File: src/rtl/stroke_scheduler.sv
// stroke_scheduler: walks one brush layer on an R x R grid and queries the error
// unit for each cell. When a cell's error exceeds the threshold, it launches one
// stroke at the cell's worst pixel and waits for the stroke engine to finish.
//
// Latency and backpressure:
//   - start to first o_err_req: 1 cycle
//   - a cell without a stroke takes ERR + NEXT cycles
//   - a cell with a stroke takes ERR + STK + WAIT + NEXT cycles
//   - the query is held until i_err_valid; WAIT holds until i_stk_done
//
// Ports:
//   i_clk, i_rst                          clock, async active-high reset
//   i_start, i_radius, i_thresh           layer start, radius R (0 -> 1), threshold
//   o_busy, o_done                        layer in progress / one-cycle completion
//   o_err_req, o_err_x/y/w/h              error query for the current cell
//   i_err_valid, i_err_val, i_err_px/py   error result and worst-pixel location
//   o_stk_start, o_stk_x0/y0, o_stk_r     stroke launch and its parameters
//   i_stk_done                            stroke engine finish pulse
//   o_stroke_cnt                          strokes launched this layer (saturating)
//   o_timeout_cnt                         abandoned strokes (only with SCHED_TIMEOUT_EN)
//
// Optional feature: define SCHED_TIMEOUT_EN to enable the stroke-wait watchdog.
// The watchdog abandons WAIT after TIMEOUT cycles and counts each abandonment.
module stroke_scheduler #(
  parameter int IMG_W   = 640,
  parameter int IMG_H   = 480,
  parameter int TIMEOUT = 1024
) (
  input  logic        i_clk,
  input  logic        i_rst,
  input  logic        i_start,
  input  logic [3:0]  i_radius,
  input  logic [15:0] i_thresh,
  output logic        o_busy,
  output logic        o_done,
  output logic        o_err_req,
  output logic [9:0]  o_err_x,
  output logic [9:0]  o_err_y,
  output logic [3:0]  o_err_w,
  output logic [3:0]  o_err_h,
  input  logic        i_err_valid,
  input  logic [15:0] i_err_val,
  input  logic [9:0]  i_err_px,
  input  logic [9:0]  i_err_py,
  output logic        o_stk_start,
  output logic [9:0]  o_stk_x0,
  output logic [9:0]  o_stk_y0,
  output logic [3:0]  o_stk_r,
  input  logic        i_stk_done,
  output logic [15:0] o_stroke_cnt
`ifdef SCHED_TIMEOUT_EN
  ,
  output logic [7:0]  o_timeout_cnt
`endif
);

  typedef enum logic [2:0] {
    S_IDLE,
    S_ERR,
    S_STK,
    S_WAIT,
    S_NEXT,
    S_DONE
  } state_t;

  // Canvas dimensions are kept in 11 bits so that x + R never wraps.
  localparam logic [10:0] W11 = 11'(IMG_W);
  localparam logic [10:0] H11 = 11'(IMG_H);

  state_t      state_q, state_d;
  logic [3:0]  r_q, r_d;
  logic [15:0] thresh_q, thresh_d;
  logic [10:0] x_q, x_d;
  logic [10:0] y_q, y_d;
  logic [9:0]  stk_x_q, stk_x_d;
  logic [9:0]  stk_y_q, stk_y_d;
  logic [15:0] cnt_q, cnt_d;

`ifdef SCHED_TIMEOUT_EN
  localparam int WCW = (TIMEOUT > 1) ? $clog2(TIMEOUT) : 1;
  localparam logic [WCW-1:0] WLAST = WCW'(TIMEOUT - 1);
  logic [WCW-1:0] wcnt_q, wcnt_d;
  logic [7:0]     tocnt_q, tocnt_d;
`endif

  logic [10:0] r11;
  logic [10:0] x_step;
  logic [10:0] y_step;
  logic [10:0] rem_w;
  logic [10:0] rem_h;

  assign r11    = {7'd0, r_q};
  assign x_step = x_q + r11;
  assign y_step = y_q + r11;
  assign rem_w  = W11 - x_q;
  assign rem_h  = H11 - y_q;

  // Clip the cell at the right and bottom canvas edges. When the remainder is
  // smaller than R, the remainder fits in 4 bits.
  assign o_err_w = (r11 <= rem_w) ? r_q : rem_w[3:0];
  assign o_err_h = (r11 <= rem_h) ? r_q : rem_h[3:0];
  assign o_err_x = x_q[9:0];
  assign o_err_y = y_q[9:0];

  assign o_busy       = (state_q != S_IDLE);
  assign o_done       = (state_q == S_DONE);
  assign o_err_req    = (state_q == S_ERR);
  assign o_stk_start  = (state_q == S_STK);
  assign o_stk_x0     = stk_x_q;
  assign o_stk_y0     = stk_y_q;
  assign o_stk_r      = r_q;
  assign o_stroke_cnt = cnt_q;
`ifdef SCHED_TIMEOUT_EN
  assign o_timeout_cnt = tocnt_q;
`endif

  always_comb begin
    state_d  = state_q;
    r_d      = r_q;
    thresh_d = thresh_q;
    x_d      = x_q;
    y_d      = y_q;
    stk_x_d  = stk_x_q;
    stk_y_d  = stk_y_q;
    cnt_d    = cnt_q;
`ifdef SCHED_TIMEOUT_EN
    wcnt_d   = wcnt_q;
    tocnt_d  = tocnt_q;
`endif
    case (state_q)
      S_IDLE: begin
        if (i_start) begin
          r_d      = (i_radius == 4'd0) ? 4'd1 : i_radius;
          thresh_d = i_thresh;
          x_d      = 11'd0;
          y_d      = 11'd0;
          cnt_d    = 16'd0;
`ifdef SCHED_TIMEOUT_EN
          tocnt_d  = 8'd0;
`endif
          state_d  = S_ERR;
        end
      end
      S_ERR: begin
        if (i_err_valid) begin
          if (i_err_val > thresh_q) begin
            // Load the launch point now so it is already valid in the STK cycle.
            stk_x_d = i_err_px;
            stk_y_d = i_err_py;
            state_d = S_STK;
          end else begin
            state_d = S_NEXT;
          end
        end
      end
      S_STK: begin
        if (cnt_q != 16'hFFFF) cnt_d = cnt_q + 16'd1;
`ifdef SCHED_TIMEOUT_EN
        wcnt_d = '0;
`endif
        state_d = S_WAIT;
      end
      S_WAIT: begin
        if (i_stk_done) begin
          state_d = S_NEXT;
        end
`ifdef SCHED_TIMEOUT_EN
        else if (wcnt_q == WLAST) begin
          if (tocnt_q != 8'hFF) tocnt_d = tocnt_q + 8'd1;
          state_d = S_NEXT;
        end else begin
          wcnt_d = wcnt_q + 1'b1;
        end
`endif
      end
      S_NEXT: begin
        if (x_step >= W11) begin
          if (y_step >= H11) begin
            state_d = S_DONE;
          end else begin
            x_d     = 11'd0;
            y_d     = y_step;
            state_d = S_ERR;
          end
        end else begin
          x_d     = x_step;
          state_d = S_ERR;
        end
      end
      S_DONE: begin
        state_d = S_IDLE;
      end
      default: begin
        state_d = S_IDLE;
      end
    endcase
  end

  always_ff @(posedge i_clk or posedge i_rst) begin
    if (i_rst) begin
      state_q  <= S_IDLE;
      r_q      <= 4'd0;
      thresh_q <= 16'd0;
      x_q      <= 11'd0;
      y_q      <= 11'd0;
      stk_x_q  <= 10'd0;
      stk_y_q  <= 10'd0;
      cnt_q    <= 16'd0;
`ifdef SCHED_TIMEOUT_EN
      wcnt_q   <= '0;
      tocnt_q  <= 8'd0;
`endif
    end else begin
      state_q  <= state_d;
      r_q      <= r_d;
      thresh_q <= thresh_d;
      x_q      <= x_d;
      y_q      <= y_d;
      stk_x_q  <= stk_x_d;
      stk_y_q  <= stk_y_d;
      cnt_q    <= cnt_d;
`ifdef SCHED_TIMEOUT_EN
      wcnt_q   <= wcnt_d;
      tocnt_q  <= tocnt_d;
`endif
    end
  end

endmodule

File: config.mk
export PLATFORM = sky130hd
export DESIGN_NAME = stroke_scheduler
export DESIGN_NICKNAME = d
export VERILOG_FILES = /design/src/rtl/stroke_scheduler.sv
export SDC_FILE = /design/constraint.sdc
export NUM_CORES = 1
export LEC_CHECK = 0
export ABC_CLOCK_PERIOD_IN_PS = 3400
export CAP_MARGIN = 20
export CORE_MARGIN = 1
export CORE_UTILIZATION = 30
export CTS_CLUSTER_DIAMETER = 150
export CTS_CLUSTER_SIZE = 24
export DETAILED_ROUTE_END_ITERATION = 8
export DONT_BUFFER_PORTS = 1
export GPL_TIMING_DRIVEN = 0
export PLACE_DENSITY = 0.41
export SLEW_MARGIN = 10
export SYNTH_ARGS = -nofsm -noshare
export SYNTH_HDL_FRONTEND = slang
export SYNTH_SLANG_ARGS = --single-unit
File: constraint.sdc
create_clock -name i_clk -period 3.4 [get_ports i_clk]
set_clock_uncertainty 0.15 [all_clocks]
set_input_delay 0.68 -clock i_clk [delete_from_list [all_inputs] [get_ports i_clk]]
set_output_delay 0.68 -clock i_clk [all_outputs]
set_load 0.02 [all_outputs]
== Yosys cells after proc, flatten, opt, wreduce, memory -nomap -nowiden ==
Index checks and enable logic that the tools add are counted.
W data, S select, Z words.

* Add/subtract/negate cells: 5
* Magnitude comparators: 5
* Equality and inequality tests: 13
* Multiplexer cells: 20
* Reduce and logical (&&, ||, !) cells: 11

{| class="wikitable"
|+ Operators by type and width
! kind !! count
|-
| $mux W11 || 5
|-
| $pmux W11 S2 || 2
|-
| $mux W16 || 2
|-
| $pmux W16 S2 || 1
|-
| $add A11 B4 Y11 || 2
|-
| $le A4 B11 Y1 || 2
|-
| $mux W3 || 6
|-
| $add A16 B1 Y16 const B || 1
|-
| $gt A16 B16 Y1 || 1
|-
| $ne A16 B16 Y1 const B || 1
|-
| $pmux W3 S5 || 1
|-
| $mux W4 || 3
|-
| $reduce_and A3 Y1 || 4
|-
| $ge A11 B10 Y1 const B || 1
|-
| $ge A11 B9 Y1 const B || 1
|-
| $sub A10 B11 Y11 const A || 1
|-
| $sub A9 B11 Y11 const A || 1
|-
| $ne A2 B2 Y1 const B || 4
|-
| $eq A3 B2 Y1 const B || 2
|-
| $eq A3 B3 Y1 const B || 2
|-
| $logic_not A4 Y1 || 1
|-
| $ne A2 B1 Y1 const B || 2
|-
| $reduce_and A4 Y1 || 1
|-
| $reduce_bool A2 Y1 || 2
|-
| other kinds (5) || 5
|}

* Register bits: 81
* Bits of input ports: 61
* Output and inout port bits: 72
* Word-level logic and storage cells: 62

== Longest topological paths before layout ==
Gate-level depths: netlist of run 1.

* Depth in word-level cells: 5
* Depth in mapped cells: 12
* Mapped depth without buffers: 11

== Worst setup path after synthesis of run 1 ==
OpenSTA, ideal clock, no wires.

* Path type: register -> output
* From: register x_q[1]
* To: output port o_err_w[0]
* Arrival time: 2451 ps
* Required time: 2570 ps
* Path slack: 119 ps
* Cell stages (with the launch flop): 9
* Path buffers: 1
* Path through: dfrtp_1 -> nor3_1 -> xor2_1 -> ha_1 -> nand4_1 -> nand3_1 -> or4_1 -> clkbuf_1 -> o21ai_0

* Cells in the longest elaborated chain, start to end: 3

{| class="wikitable"
|+ RTL lines
! item !! RTL line !! text
|-
| from (decl) || 73 || <nowiki>logic [10:0] x_q, x_d;</nowiki>
|-
| from (signal assigned) || 204 || <nowiki>x_q <= 11'd0;</nowiki>
|-
| from (signal assigned) || 217 || <nowiki>x_q <= x_d;</nowiki>
|-
| $sub A10 B11 Y11 || 95 || <nowiki>assign rem_w = W11 - x_q;</nowiki>
|-
| $le A4 B11 Y1 || 100 || <nowiki>assign o_err_w = (r11 <= rem_w) ? r_q : rem_w[3:0];</nowiki>
|-
| $mux W4 || 100 ||
|-
| to (decl) || 39 || <nowiki>output logic [3:0] o_err_w,</nowiki>
|}

No other way between the ends.

== Final worst setup path of run 1 ==
* From: register x_q[0]
* To: output port o_err_w[3]

* Cells in the longest elaborated chain, start to end: 3

{| class="wikitable"
|+ RTL lines
! item !! RTL line
|-
| $sub A10 B11 Y11 (*) || 95
|-
| $le A4 B11 Y1 || 100
|-
| $mux W4 (*) || 100
|}

Every way passes the cells marked *; elsewhere a longest branch is shown, timed or not.

==> results of run 1 <==
registers in the layout (all words and copies together), names as in the netlist:
name and count:
y_q 11, x_q 11, o_stk_y0 10, o_stk_x0 10
state_q 3, thresh_q 16, o_stk_r 4, o_stroke_cnt 16
what timing repair did:
item / in CTS / in global routing
hold endpoints to repair: 0 / 0
buffers inserted: 21 / 6
gates resized for setup: 56 / 12
setup endpoints to repair: 28 / 27
pin swaps: 11 / 7
stage by stage:
stage	power [mW]	util (%)	cell area [µm²]	hold slack, ps	worst slack [ps]
2_1_floorplan	3.153	-	5167	299.7	119.0
3_3_place_gp	3.593	32.59	5443	317.5	-678.7
3_5_place_dp	3.629	32.77	5473	322.1	-373.6
4_1_cts	5.072	36.91	6165	42.68	-40.25
5_1_grt	5.515	37.51	6265	57.31	-153.0
6_report	5.130	37.51	6265	38.51	-34.11
layout by cell type (no fill, tap or decap), drive strengths merged, types with 5 or more instances in the layout:
cell    count
nor3       20
nand3      25
o21ai      46
o211ai      7
mux2       25
nor2b      13
ha         35
xnor2       9
a21oi      18
nand4      16
inv        35
buf        61
xor2        7
nand2b      5
clkbuf     21
dfrtp      81
and2        6
mux2i       6
nor2       29
a21o       10
nand2      51
power by group:
part,total (mW),switching [mW],internal [mW]
logic,2.39,1.30,1.09
clock network,1.00,0.416,0.584
registers,1.74,0.471,1.27
critical path: stages (launching register included):
cell and delay (ps):
dfrtp_2 440, buf_6 140, nor3_4 190, xor2_1 160, buf_4 140, ha_4 190, nand4_1 80, nand3_1 90
or4_4 560, o21ai_4 270
metal layers:
layer | wire length (µm) | share of wire, % | up-vias | GRT usage, %
met4 | 193 | 1.4 | 0 | 5.240
li1 | - | - | 2007 | -
met3 | 924 | 6.6 | 12 | 5.251
met2 | 6632 | 47 | 101 | 26.33
met1 | 6261 | 45 | 2022 | 19.80
met5 | 0 | 0 | - | 0
final cells by class:
class | instances | share of cell area (%)
well taps | 220 | 4.394
clock buffers | 10 | 3.815
flip-flops and latches | 81 | 32.51
inverters | 35 | 2.217
multi-input cells | 389 | 48.01
clock inverters | 5 | 0.8987
repair buffers | 29 | 3.815
plain buffers | 43 | 4.334
cells by family after synthesis:
| family | synth area share [%] |
|---|---|
| XOR/XNOR | 2.712 |
| AO/OA/AOI/OAI | 14.21 |
| flip-flops | 39.23 |
| multiplexers | 6.828 |
| adder cells (fa/ha/maj) | 9.249 |
| AND/OR/NAND/NOR | 19.90 |
| buffers and inverters | 7.869 |
worst max path at each step:
stage,start,end,slack (ps),depth (start not counted)
after floorplan,x_q[1],o_err_w[0],120,8
after global placement,i_rst,thresh_q[5],-680,1
after global routing,y_q[0],o_err_h[2],-150,8
after detailed placement,x_q[0],o_err_w[3],-370,9
final,x_q[0],o_err_w[3],-30,9
after CTS,x_q[0],o_err_w[3],-40,9
==> metrics, run 1 <==
setup_tns=-119.4 ps; Yosys top cell area share=39.23%; Setup crit end kind=output port; Worst VDD drop=0.3524 mV; leading area contributor after synthesis=dfrtp_1; critical path class=flop to output port; CTS hold repair buffers=0; Leak=2.672 nW; gpl congestion=0.8001; Post-Synthesis Cell Area=5167 µm²; htree depth=3; Inst Count DP=770; Multi-input gate area=3008 µm²; RSZ-0062 raised after global routing=true; most frequent cells after synthesis=dfrtp_1, nand2_1, o21ai_0; Global Route Usage Sum=16.04%; register area=2037 µm²; post-synth cell types=62; Filler Cell Count=1709; Max Cap Viol=0; First DRT Iteration DRCs=142; Worst Setup Slack, final=-34.11 ps; violated checks=setup timing; PD cells=818.8 nW/µm²; Max Fclk=291.2 MHz; via count=4142; DRC viols=0; top-count cell post-synth=dfrtp_1; largest net degree at the start of global routing=58; layout cells sized above 1=26.18%; Final Slew Violations=0; syn nets=647; HPWL reported at the end of detailed placement=10140 µm; TritonCTS Buffers=9; max_slew headroom=33.92%; WL/cell=17.26 µm; root buf cell=clkbuf_16; global-route wire length before repair=22260 µm; Data required, critical path=2570 ps; Reg-to-Reg Start=x_q[0]; RR Endpoint=y_q[3]; status=finished, violations left; CP Max Fanout=8; Site Rows=47; die outline width=133.2 µm; Setup Viol. Count Final=7; Antenna diodes=0; syn_area_per_cell=9.412 µm²; final non-filler cell total=812; core area=16700 µm²; Mapped Cells=549; Async SR Flop Fraction=100.0%; I/O Pins=133; final worst path period share=101.0%; Synth Flop Type=dfrtp_1; fin crit period=3434 ps; Bufs on Longest Clock Path=2; post-synthesis sequential area ratio=39.23%; Hold Vio Cnt, Final=0; Yosys Warn Count=0; r2r worst-path depth=11; vias in the first global route=4156; Yosys reg bits=81; clock latency on the worst-skew pair=340 ps; Slew @ Worst Pin=989.1 ps; Worst Hold Class=primary input to asynchronous set/reset pin; Worst EP arrival=2600 ps; Port Buffers=0; Nets=686; clk sinks=81; Post-synth EDFFs=0; drt via density=5.101; Initial Util=30.94%; GRT Residual Overflow=0; Total Wirelength=14010 µm; DRT Pass-1 Iters=4; Area growth syn-to-layout=21.23%; Worst-path clk slew=60 ps; top cells by area, synth=dfrtp_1, ha_1, mux2_2, o21ai_0, nand2_1; worst reg-to-reg setup slack=80 ps; TritonCTS clock tree=done; Die ar.=17750 µm²; crit path launch type=flop; Die Span Y=133.2 µm; ANT nets after route=0; antenna violations before repair=0
(Power assumes the default switching activity.)
==> run 2: changes to the inputs <==
--- a/config.mk
+++ b/config.mk
@@ -5,8 +5,10 @@
 export SDC_FILE = /design/constraint.sdc
 export NUM_CORES = 1
 export LEC_CHECK = 0
-export ABC_CLOCK_PERIOD_IN_PS = 3400
+export ABC_CLOCK_PERIOD_IN_PS = 2900
 export CAP_MARGIN = 20
+export CELL_PAD_IN_SITES_DETAIL_PLACEMENT = 0
+export CELL_PAD_IN_SITES_GLOBAL_PLACEMENT = 1
 export CORE_MARGIN = 1
 export CORE_UTILIZATION = 30
 export CTS_CLUSTER_DIAMETER = 150
@@ -14,7 +16,7 @@
 export DETAILED_ROUTE_END_ITERATION = 8
 export DONT_BUFFER_PORTS = 1
 export GPL_TIMING_DRIVEN = 0
-export PLACE_DENSITY = 0.41
+export PLACE_DENSITY = 0.52
 export SLEW_MARGIN = 10
 export SYNTH_ARGS = -nofsm -noshare
 export SYNTH_HDL_FRONTEND = slang
==> constraint.sdc (replaced) <==
create_clock -name i_clk -period 2.9 [get_ports i_clk]
set_clock_uncertainty 0.15 [all_clocks]
set_input_delay 0.58 -clock i_clk [delete_from_list [all_inputs] [get_ports i_clk]]
set_output_delay 0.58 -clock i_clk [all_outputs]
set_load 0.02 [all_outputs]
==> metrics, run 2 (synthesis gave the netlist of run 1 again) <==
register area=2041 µm² (+0.18%); Nets=693 (+1.0%); DP Area=5592 µm² (+2.2%); core area=16700 µm² (unchanged); Die Span Y=133.2 µm (unchanged); worst slack at placement=-700.4 ps (-326.9 ps); Worst Setup Slack, final=-443.7 ps (-409.6 ps); Clk network pwr share=21.6% (+2.1 points); Psw=2.600 mW (+19%); critical path class=flop to output port; commonest non-fill, non-tap cell in the layout=dfrtp_1; gpl congestion=0.7530 (-5.9%); Hold Vio Cnt, Final=0 (unchanged); ANT nets after route=0 (unchanged); RSZ-0062 raised after global routing=true; max_slew headroom=53.79% (+20 points); r2r worst-path depth=11 (unchanged); Hold Path Cell Cnt=2; Initial Util=30.94% (unchanged); final non-filler cell total=820 (+0.99%); status=finished, violations left; Max Fclk=299.1 MHz; Filler Cell Count=1714 (+0.29%); I/O Pins=133 (unchanged); Worst Hold Class=primary input to flop; final instance area=6505 µm² (+3.8%); sequential power share=32.4% (-1.5 points); Inst Count DP=771 (+0.13%); Leak=2.781 nW (+4.1%); worst reg-to-reg setup slack=-350 ps (-430 ps); Slew @ Worst Pin=685.9 ps (-303.2 ps); clk sinks=81 (unchanged); Logic pwr share=46.0% (-0.7 points); First DRT Iteration DRCs=207 (+46%); DRT Pass-1 Iters=4 (unchanged); cell-internal power=3.703 mW (+26%); Worst Hold Path EP=o_stk_r[1]; die outline width=133.2 µm (unchanged); clock latency on the worst-skew pair=340 ps (about the same); Worst EP arrival=2610 ps (about the same); crit path launch type=flop; switching share of power=41.25% (-1.5 points); commonest non-fill, non-tap cells in the layout=dfrtp_1, buf_4, nand2_1; Site Rows=47 (unchanged); Max Cap Viol=0 (unchanged); vias in the first global route=4162 (+0.14%); largest net degree at the start of global routing=54 (-6.9%); root buf cell=clkbuf_16; Die ar.=17750 µm² (unchanged); Worst VDD drop=0.4655 mV (+32%); violated checks=setup timing; final core occ=38.95% (+1.4 points); DRC viols=0 (unchanged); antenna violations before repair=0 (unchanged); GRT Residual Overflow=0 (unchanged); final worst path period share=115.3%; Multi-input gate area=3098 µm² (+3.0%); PD cells=968.9 nW/µm² (+18%); htree depth=3 (unchanged); smallest hold slack=201.1 ps (+162.6 ps); Area growth syn-to-layout=25.88%; Final Slew Violations=0 (unchanged); via count=4131 (-0.27%); Worst-path clk slew=70 ps (about the same); global-route wire length before repair=22700 µm (+2.0%); Setup crit end kind=output port; CP Max Fanout=8 (unchanged); Bufs on Longest Clock Path=2 (unchanged); TritonCTS Buffers=9 (unchanged); Reg-to-Reg Start=x_q[1]; layout cells sized above 1=29.67% (+3.5 points); Global Route Usage Sum=16.43% (+0.38 points); fin crit period=3344 ps; drt via density=5.038 (-1.2%); worst hold start=i_radius[1]; HPWL reported at the end of detailed placement=10210 µm (+0.69%); Antenna diodes=0 (unchanged); Total Wirelength=14070 µm (+0.43%); Data required, critical path=2170 ps (-400 ps); Port Buffers=0 (unchanged); WL/cell=17.16 µm (-0.55%); Setup Viol. Count Final=30 (+23); RR Endpoint=y_q[2]; TritonCTS clock tree=done
## run 2: stage by stage
stage,TNS [ps],total power [mW]
2_1_floorplan,-1596,3.821
3_3_place_gp,-109790,4.351
5_1_grt,-9712,6.778
3_5_place_dp,-19510,4.392
4_1_cts,-9364,6.233
6_report,-6410,6.303
## run 2: power by group through the flow
stage | Combinational (mW) | Clock [mW] | Sequential (mW)
after CTS | 2.79 | 1.40 | 2.05
final | 2.90 | 1.36 | 2.04
after detailed placement | 2.35 | 0 | 2.04
after global routing | 3.24 | 1.45 | 2.09
after global placement | 2.31 | 0 | 2.04
after floorplan | 1.89 | 0 | 1.93
## run 2: worst max path at each step
stage / startpoint / end / slack, ps / cells after the start
3_3_place_gp: i_rst / o_stk_r[0] / -1400 / 1
3_5_place_dp: o_stk_r[1] / y_q[0] / -700 / 8
4_1_cts: x_q[0] / o_err_w[0] / -450 / 9
5_1_grt: x_q[1] / o_err_w[1] / -560 / 8
6_report: x_q[1] / o_err_w[1] / -440 / 8
2_1_floorplan: o_stk_r[0] / y_q[0] / -240 / 10
## run 2: critical path, cell delays in order, from the launching register on
cell and delay, ps:
dfrtp_2 430, buf_6 130, nor3_4 230, xor2_2 190, ha_1 280, nand4_1 100
nand3_1 80, or4_4 560, o21ai_4 260
## run 2: what timing repair did
action	CTS	global route
cloned	0	0
setup endpoints to repair	53	50
resized for setup	48	23
pin swaps	20	10
setup buffers	26	7
hold buffers	1	0
hold endpoints to repair	28	0
## run 2: layout make-up
type                    instances  area share [%]
well taps                     220           4.232
clock inverters                 6           1.770
plain buffers                  43           4.405
flip-flops and latches         81           31.37
inverters                      35           2.174
repair buffers                 36           4.751
clock buffers                  10           3.674
multi-input cells             389           47.62
## run 2: metal layers
metal	share of wire (%)	global-route usage (%)	wire length, µm
met5	0	0	0
met2	48	26.59	6719
met4	0.97	4.167	136
met3	6.3	5.137	883
met1	45	21.20	6333
